<file path="src/rtl/commit_unit_pkg.sv">
// commit_unit_pkg: shared sizes, index widths and FSM state type for the commit stage.
package commit_unit_pkg;
  localparam int AL_SIZE = 64;
  localparam int WINDOW = 4;
  localparam int AL_W = $clog2(AL_SIZE);
  localparam int WIN_W = $clog2(WINDOW);
  typedef enum logic [1:0] {IDLE, ST_REQ, ST_DONE} commit_state_e;
endpackage

</file>
<file path="src/rtl/commit_window_scan.sv">
// commit_window_scan: finds the contiguous ready run, the first eligible store and run-masked type flags.
module commit_window_scan
  import commit_unit_pkg::*;
#(
  parameter int W = WINDOW,
  localparam int WW = $clog2(W)
) (
  input  logic [W-1:0]  occ_i,
  input  logic [W-1:0]  rdy_i,
  input  logic [W-1:0]  ld_i,
  input  logic [W-1:0]  st_i,
  input  logic [W-1:0]  br_i,
  output logic [WW:0]   run_len_o,
  output logic          st_found_o,
  output logic [WW-1:0] st_pos_o,
  output logic [W-1:0]  ld_o,
  output logic [W-1:0]  st_o,
  output logic [W-1:0]  br_o
);
  logic [W-1:0] elig;
  logic         run;
  always_comb begin
    elig = '0;
    run = 1'b1;
    run_len_o = '0;
    st_found_o = 1'b0;
    st_pos_o = '0;
    for (int i = 0; i < W; i++) begin
      run = run & occ_i[i] & rdy_i[i];
      elig[i] = run;
      run_len_o = run_len_o + {{WW{1'b0}}, run};
      if (run && st_i[i] && !st_found_o) begin
        st_found_o = 1'b1;
        st_pos_o = WW'(i);
      end
    end
    ld_o = ld_i & elig;
    st_o = st_i & elig;
    br_o = br_i & elig;
  end
endmodule

</file>
<file path="src/rtl/commit_unit.sv">
// commit_unit: in-order retirement of the oldest ready run; stores retire singly via a d-cache handshake.
// Optional COMMIT_PERF_COUNTERS_EN adds saturating retired/store-stall counters.
module commit_unit #(
  parameter int AL_SIZE = commit_unit_pkg::AL_SIZE,
  parameter int WINDOW = commit_unit_pkg::WINDOW,
  localparam int AL_W = $clog2(AL_SIZE),
  localparam int WIN_W = $clog2(WINDOW)
) (
  input  logic               clk,
  input  logic               rst,
  input  logic               branch_miss_i,
  input  logic [AL_SIZE-1:0] al_occupied_i,
  input  logic [AL_SIZE-1:0] al_ready_i,
  input  logic [AL_SIZE-1:0] al_is_load_i,
  input  logic [AL_SIZE-1:0] al_is_store_i,
  input  logic [AL_SIZE-1:0] al_is_branch_i,
  output logic               st_commit_req_o,
  input  logic               st_commit_ack_i,
  output logic               commit_valid_o,
  output logic [WIN_W-1:0]   last_valid_commit_idx_o,
  output logic [WINDOW-1:0]  load_valid_o,
  output logic [WINDOW-1:0]  store_valid_o,
  output logic [WINDOW-1:0]  branch_valid_o,
  output logic [AL_W-1:0]    oldest_ptr_o
`ifdef COMMIT_PERF_COUNTERS_EN
  ,
  output logic [31:0]        retired_count_o,
  output logic [31:0]        store_stall_cycles_o
`endif
);
  import commit_unit_pkg::*;
  commit_state_e     state_q;
  logic              st_req_q;
  logic [AL_W-1:0]   oldest_q, oldest_d;
  logic [WINDOW-1:0] w_occ, w_rdy, w_ld, w_st, w_br, s_ld, s_st, s_br, m;
  logic [WIN_W:0]    run_len, n_w;
  logic [WIN_W-1:0]  st_pos;
  logic              st_found, go_st;
  logic              unused_branch_miss;
  // The head is never flushed, so a flush needs no action here.
  assign unused_branch_miss = branch_miss_i;
  for (genvar i = 0; i < WINDOW; i++) begin : g_rot
    logic [AL_W-1:0] e;
    assign e = oldest_q + AL_W'(i);
    assign w_occ[i] = al_occupied_i[e];
    assign w_rdy[i] = al_ready_i[e];
    assign w_ld[i] = al_is_load_i[e];
    assign w_st[i] = al_is_store_i[e];
    assign w_br[i] = al_is_branch_i[e];
  end
  commit_window_scan #(.W(WINDOW)) u_scan (
    .occ_i(w_occ), .rdy_i(w_rdy), .ld_i(w_ld), .st_i(w_st), .br_i(w_br),
    .run_len_o(run_len), .st_found_o(st_found), .st_pos_o(st_pos),
    .ld_o(s_ld), .st_o(s_st), .br_o(s_br)
  );
  always_comb begin
    n_w = state_q == ST_REQ ? {{WIN_W{1'b0}}, st_commit_ack_i} :
          state_q == ST_DONE ? '0 :
          st_found ? {1'b0, st_pos} : run_len;
    for (int i = 0; i < WINDOW; i++) m[i] = (WIN_W + 1)'(i) < n_w;
    go_st = state_q == IDLE && st_found && st_pos == '0;
    oldest_d = oldest_q + AL_W'(n_w);
  end
  assign commit_valid_o = |n_w;
  assign last_valid_commit_idx_o = commit_valid_o ? WIN_W'(n_w - 1'b1) : '0;
  assign load_valid_o = s_ld & m;
  assign branch_valid_o = s_br & m;
  assign store_valid_o = state_q == ST_REQ ? WINDOW'(st_commit_ack_i) : s_st & m;
  assign st_commit_req_o = st_req_q;
  assign oldest_ptr_o = oldest_q;
  always_ff @(posedge clk) begin
    if (rst) begin
      state_q <= IDLE;
      st_req_q <= 1'b0;
      oldest_q <= '0;
    end else begin
      oldest_q <= oldest_d;
      case (state_q)
        IDLE: if (go_st) begin
          state_q <= ST_REQ;
          st_req_q <= 1'b1;
        end
        ST_REQ: if (st_commit_ack_i) begin
          state_q <= ST_DONE;
          st_req_q <= 1'b0;
        end
        default: state_q <= IDLE;
      endcase
    end
  end
`ifdef COMMIT_PERF_COUNTERS_EN
  logic [31:0] ret_q, stall_q;
  logic [32:0] ret_sum;
  assign ret_sum = {1'b0, ret_q} + 33'(n_w);
  always_ff @(posedge clk) begin
    if (rst) begin
      ret_q <= '0;
      stall_q <= '0;
    end else begin
      ret_q <= ret_sum[32] ? '1 : ret_sum[31:0];
      if (state_q == ST_REQ && !(&stall_q)) stall_q <= stall_q + 1'b1;
    end
  end
  assign retired_count_o = ret_q;
  assign store_stall_cycles_o = stall_q;
`endif
endmodule

</file>
<file path="config.mk">
export PLATFORM = sky130hd
export DESIGN_NAME = commit_unit
export DESIGN_NICKNAME = d
export VERILOG_FILES = /design/src/rtl/commit_unit_pkg.sv /design/src/rtl/commit_window_scan.sv /design/src/rtl/commit_unit.sv
export SDC_FILE = /design/constraint.sdc
export NUM_CORES = 1
export LEC_CHECK = 0
export ABC_AREA = 1
export BUFFER_PORTS_ARGS = -buffer_cell sky130_fd_sc_hd__buf_2
export CAP_MARGIN = 30
export CORE_ASPECT_RATIO = 1.4
export CORE_MARGIN = 4
export CORE_UTILIZATION = 54
export CTS_BUF_LIST = sky130_fd_sc_hd__clkbuf_4 sky130_fd_sc_hd__clkbuf_8
export DETAILED_ROUTE_END_ITERATION = 12
export GPL_TIMING_DRIVEN = 0
export PLACE_DENSITY = 0.95
export SETUP_SLACK_MARGIN = 0.4
export SLEW_MARGIN = 20
export SYNTH_ARGS = -nofsm -noshare
export SYNTH_HDL_FRONTEND = slang
export SYNTH_SLANG_ARGS = --single-unit
</file>
<file path="constraint.sdc">
create_clock -name clk -period 5.43 [get_ports clk]
set_input_delay 0.2715 -clock clk [delete_from_list [all_inputs] [get_ports clk]]
set_output_delay 0.2715 -clock clk [all_outputs]
set_load 0.05 [all_outputs]
</file>
==> results of run 1 <==
layer usage:
layer | overflow | GRT usage, %
met5 | 0 | 25.34
met1 | 5 | 62.89
met2 | 205 | 84.17
met4 | 129 | 68.92
met3 | 3 | 54.67
cell families after synthesis:
logic type | count (synthesis)
AND/OR/NAND/NOR | 1473
adder cells (fa/ha/maj) | 11
XOR/XNOR | 7
AO/OA/AOI/OAI | 464
multiplexers | 3
other | 1
flip-flops | 9
buffers and inverters | 348
through the flow:
step	TNS (ns)	util [%]	hold slack (ns)
2_1_floorplan	0	-	0.4708
3_3_place_gp	-6.959	65.25	0.4771
3_5_place_dp	-7.940	65.25	0.4849
4_1_cts	0	66.51	0.3758
timing repair:
action | 4_1_cts
gates resized for setup | 58
pin swaps | 1
buffers inserted | 1
setup endpoints to repair | 17
==> results.sh, run 1 <==
export IMPL_synthArstFlopShare_pct=0
export IMPL_yosys_area_share_simple_pct=56.77
export IMPL_synthFlopType="dfxtp_1"
export IMPL_die_width_um=125.9
export IMPL_place_ws_ns=-0.8086
export IMPL_post_dp_cell_area_mm2=0.01254
export IMPL_synth_area_leaders="nand2_1, nand3_1, o21ai_0, inv_1, a21oi_1"
export IMPL_grt_pass1_wl_um=118600
export IMPL_cts_buffer_depth=2
export IMPL_synthMuxAreaShare_pct=0.2856
export IMPL_gp_congestion=1.578
export IMPL_start_util_pct=54.70
export IMPL_outcome="did not finish"
export IMPL_hpwl_um=53150
export IMPL_stop_error="[ERROR GRT-0116] Global routing finished with congestion. Check the congestion regions in the DRC Viewer."
export IMPL_yosysWarnings=0
export IMPL_dp_cells=2906
export IMPL_grt_max_degree=13
export IMPL_port_buffers=340
export IMPL_yosysMostFrequentCell="nand2_1"
export IMPL_cts_sinks=9
export IMPL_yosysSeqAreaShare_pct=1.714
export IMPL_std_cell_rows=60
export IMPL_grt_usage_pct=67.08
export IMPL_synth_top_area_share_pct=38.74
export IMPL_gr_total_overflow=342
export IMPL_ios=346
export IMPL_syn_area_mm2=0.01051
export IMPL_cts_max_level=1
export IMPL_yosys_area_share_xor_xnor_pct=0.7974
export IMPL_grt_pass1_vias=20160
export IMPL_yosysTopAreaCell="nand2_1"
export IMPL_syn_avg_cell_area_um2=4.539
export IMPL_ys_ff_latch=9
export IMPL_synth_common_cells="nand2_1, nand3_1, o21ai_0"
export IMPL_cts_buffers=3
export IMPL_synth_compound_area_share_pct=24.71
export IMPL_synth_edf_count=0
export IMPL_synth_cells=2316
export IMPL_haltStage="global routing"
export IMPL_synth_top_family_by_area="simple AND/OR/NAND/NOR gates"
export IMPL_root_buffer="clkbuf_8"
export IMPL_ctsHoldBuffers=0
export IMPL_die_y_um=173.1
export IMPL_synthAdderAreaFrac_pct=1.452
export IMPL_synth_cell_types=53
==> run 2: changes to the inputs <==
CORE_ASPECT_RATIO = not set   (was 1.4)
CORE_UTILIZATION = 40   (was 54)
CTS_BUF_LIST = not set   (was sky130_fd_sc_hd__clkbuf_4 sky130_fd_sc_hd__clkbuf_8)
PLACE_DENSITY = not set   (was 0.95)
PLACE_DENSITY_LB_ADDON = 0.15   (was not set)
SETUP_SLACK_MARGIN = not set   (was 0.4)
==> run 2 against run 1 <==
  * The flow now finishes without violations
  * Area after synthesis unchanged
  * Synthesized cell count unchanged
==> results.sh, run 2 <==
export IMPL_outcome="complete, no violations"
export IMPL_post_route_cells_drive_above_1_share_pct=18.64
export IMPL_routed_wl_um=72700
export IMPL_grt_max_degree=20
export IMPL_wl_per_cell_um=24.29
export IMPL_firstDrtPassIters=9
export IMPL_gr_total_overflow=0
export IMPL_port_buffers=340
export IMPL_num_vias=18850
export IMPL_crit_required_ns=5.16
export IMPL_largest_reg_flops=6
export IMPL_yosysTopAreaCell="nand2_1"
export IMPL_grt_pass1_vias=16540
export IMPL_std_cell_rows=59
export IMPL_cts_tree="built"
export IMPL_power_density_mw_per_mm2=571.1
export IMPL_cp_data_arrival_time_ns=4.94
export IMPL_detail_route_antenna_nets=0
export IMPL_synth_cell_types=53
export IMPL_clk_pin_slew_ns=0.04
export IMPL_root_buffer="clkbuf_16"
export IMPL_endpoint_kind="output port"
export IMPL_drcViolationCount=0
export IMPL_cts_max_level=1
export IMPL_grt_pass1_wl_um=102200
export IMPL_die_y_um=170.1
export IMPL_start_kind="flop"
export IMPL_max_freq_ghz=0.1920
export IMPL_setup_viol=0
export IMPL_fin_nets=2992
export IMPL_synth_top_area_share_pct=38.74
export IMPL_synth_common_cells="nand2_1, nand3_1, o21ai_0"
export IMPL_ys_ff_latch=9
export IMPL_hpwl_um=59360
export IMPL_slew_violations=0
export IMPL_reg2reg_depth=29
export IMPL_core_mm2=0.02598
export IMPL_p_total_w=0.007317
export IMPL_cts_sinks=9
export IMPL_fin_util_pct=49.31
export IMPL_fin_crit_sh_pct=95.92
export IMPL_drt_iter0_drc=3864
export IMPL_yosysSeqAreaShare_pct=1.714
export IMPL_clock_skew_ns=0.0007810
export IMPL_gp_congestion=1.127
export IMPL_worstSkewPairLatency_ns=0.23
export IMPL_start_util_pct=40.46
export IMPL_n_fill_cell=2948
export IMPL_viasPerCell=6.299
export IMPL_synth_edf_count=0
export IMPL_grt_usage_pct=46.20
export IMPL_path_class="reg2out"
export IMPL_yosysWarnings=0
export IMPL_ctsHoldBuffers=0
export IMPL_hp_class="in2reg"
export IMPL_cts_buffers=3
export IMPL_final_common_cell="nand2_1"
export IMPL_finalHoldViolCount=0
export IMPL_syn_area_mm2=0.01051
export IMPL_critical_path_max_fanout=46
export IMPL_tightest_slew_ns=1.158
export IMPL_yosysMostFrequentCell="nand2_1"
export IMPL_synth_cells=2316
export IMPL_rsz0062_at_grt="no"
export IMPL_die_width_um=170.1
export IMPL_drv_cap=0
export IMPL_post_cts_buffers=0
export IMPL_holdPathStages=4
export IMPL_final_min_clock_period_ns=5.208
export IMPL_final_cell_mix="nand2_1, buf_2, nand3_1"
export IMPL_die_area_mm2=0.02894
export IMPL_vdd_drop_max_mv=0.6168
export IMPL_holdWs_ns=0.3804
export IMPL_tns_ns=0
export IMPL_synthArstFlopShare_pct=0
export IMPL_synthFlopType="dfxtp_1"
export IMPL_synth_area_leaders="nand2_1, nand3_1, o21ai_0, inv_1, a21oi_1"
export IMPL_area_growth_pct=21.88
export IMPL_antenna_found_initial=2
export IMPL_ios=346
export IMPL_syn_avg_cell_area_um2=4.539
export IMPL_cts_buffer_depth=2
export IMPL_slew_headroom_pct=21.98
export IMPL_p_leak_nw=7.111
-- run 2: cell counts after synthesis --
No cell type changed its count.
-- run 2: final timing paths --
kind	start	end	slack, ns
min reg2reg	st_commit_req_o	st_commit_req_o	0.50
max reg2reg	oldest_ptr_o[0]	oldest_ptr_o[4]	0.29
min	st_commit_ack_i	state_q[0]	0.38
max	oldest_ptr_o[0]	load_valid_o[1]	0.22
-- run 2: cells by family after synthesis --
kind of cell    count (synthesis)  synth area share [%]
flops                           9                 1.714
simple gates                 1473                 56.77
fa+ha+maj                      11                 1.452
buf+inv                       348                 14.23
compound gates                464                 24.71
mux                             3                0.2857
xor+xnor                        7                0.7975
other cells                     1               0.03567
-- run 2: through the flow --
stage	setup slack (ns)	std cells	cell area [um^2]
floorplan	0.2038	2318	10520
finish	0.2215	2993	12810
detailed placement	-1.279	2994	12650
global placement	-1.108	2993	12640
global route	0.05074	2991	12810
CTS	0.01545	2995	12770
-- run 2: where the power goes --
part           switching [W]  internal, W
sequential         0.0000305    0.0000850
combinational        0.00513      0.00194
clock              0.0000295    0.0000979
total                0.00519      0.00213
-- run 2: layout make-up --
| type | count | area, um^2 | share of cell area, % |
|---|---|---|---|
| flip-flops and latches | 9 | 186.4 | 1.455 |
| plain buffers | 178 | 890.9 | 6.953 |
| multi-input cells | 1961 | 8889 | 69.37 |
| repair buffers | 341 | 1722 | 13.44 |
| clock buffers | 4 | 78.83 | 0.6152 |
| inverters | 163 | 621.8 | 4.854 |
| well taps | 335 | 419.2 | 3.271 |
| diodes | 2 | 5.005 | 0.03906 |
-- run 2: what timing repair did --
action	CTS	global route
pin swaps	0	0
setup endpoints to repair	17	16
resized for setup	27	23
-- run 2: per-layer routing --
layer  share of wire, %  routed length (um)  track usage (%)
met1                 39               28010            63.90
met2                 39               28630            66.33
met3                 17               12030            14.56
met4                5.5                4006            18.40
met5              0.037                  27                0
-- run 2: critical path: stages, from the launching register on --
cell	delay, ns
dfxtp_2	0.37
inv_2	0.11
buf_6	0.36
ha_1	0.35
clkbuf_4	0.22
clkbuf_2	0.24
a21oi_1	0.18
o21ai_0	0.11
nand3_1	0.08
nand3_1	0.13
nand2_1	0.16
nand2_2	0.12
nand2_1	0.10
inv_1	0.08
ha_1	0.28
inv_1	0.06
fa_1	0.42
inv_1	0.07
ha_1	0.22
nand3b_1	0.19
nand2_2	0.14
nand2_1	0.17
nand2_2	0.18
nor2_1	0.09
clkbuf_4	0.22
Note: power is estimated with default switching activity, not from simulation.
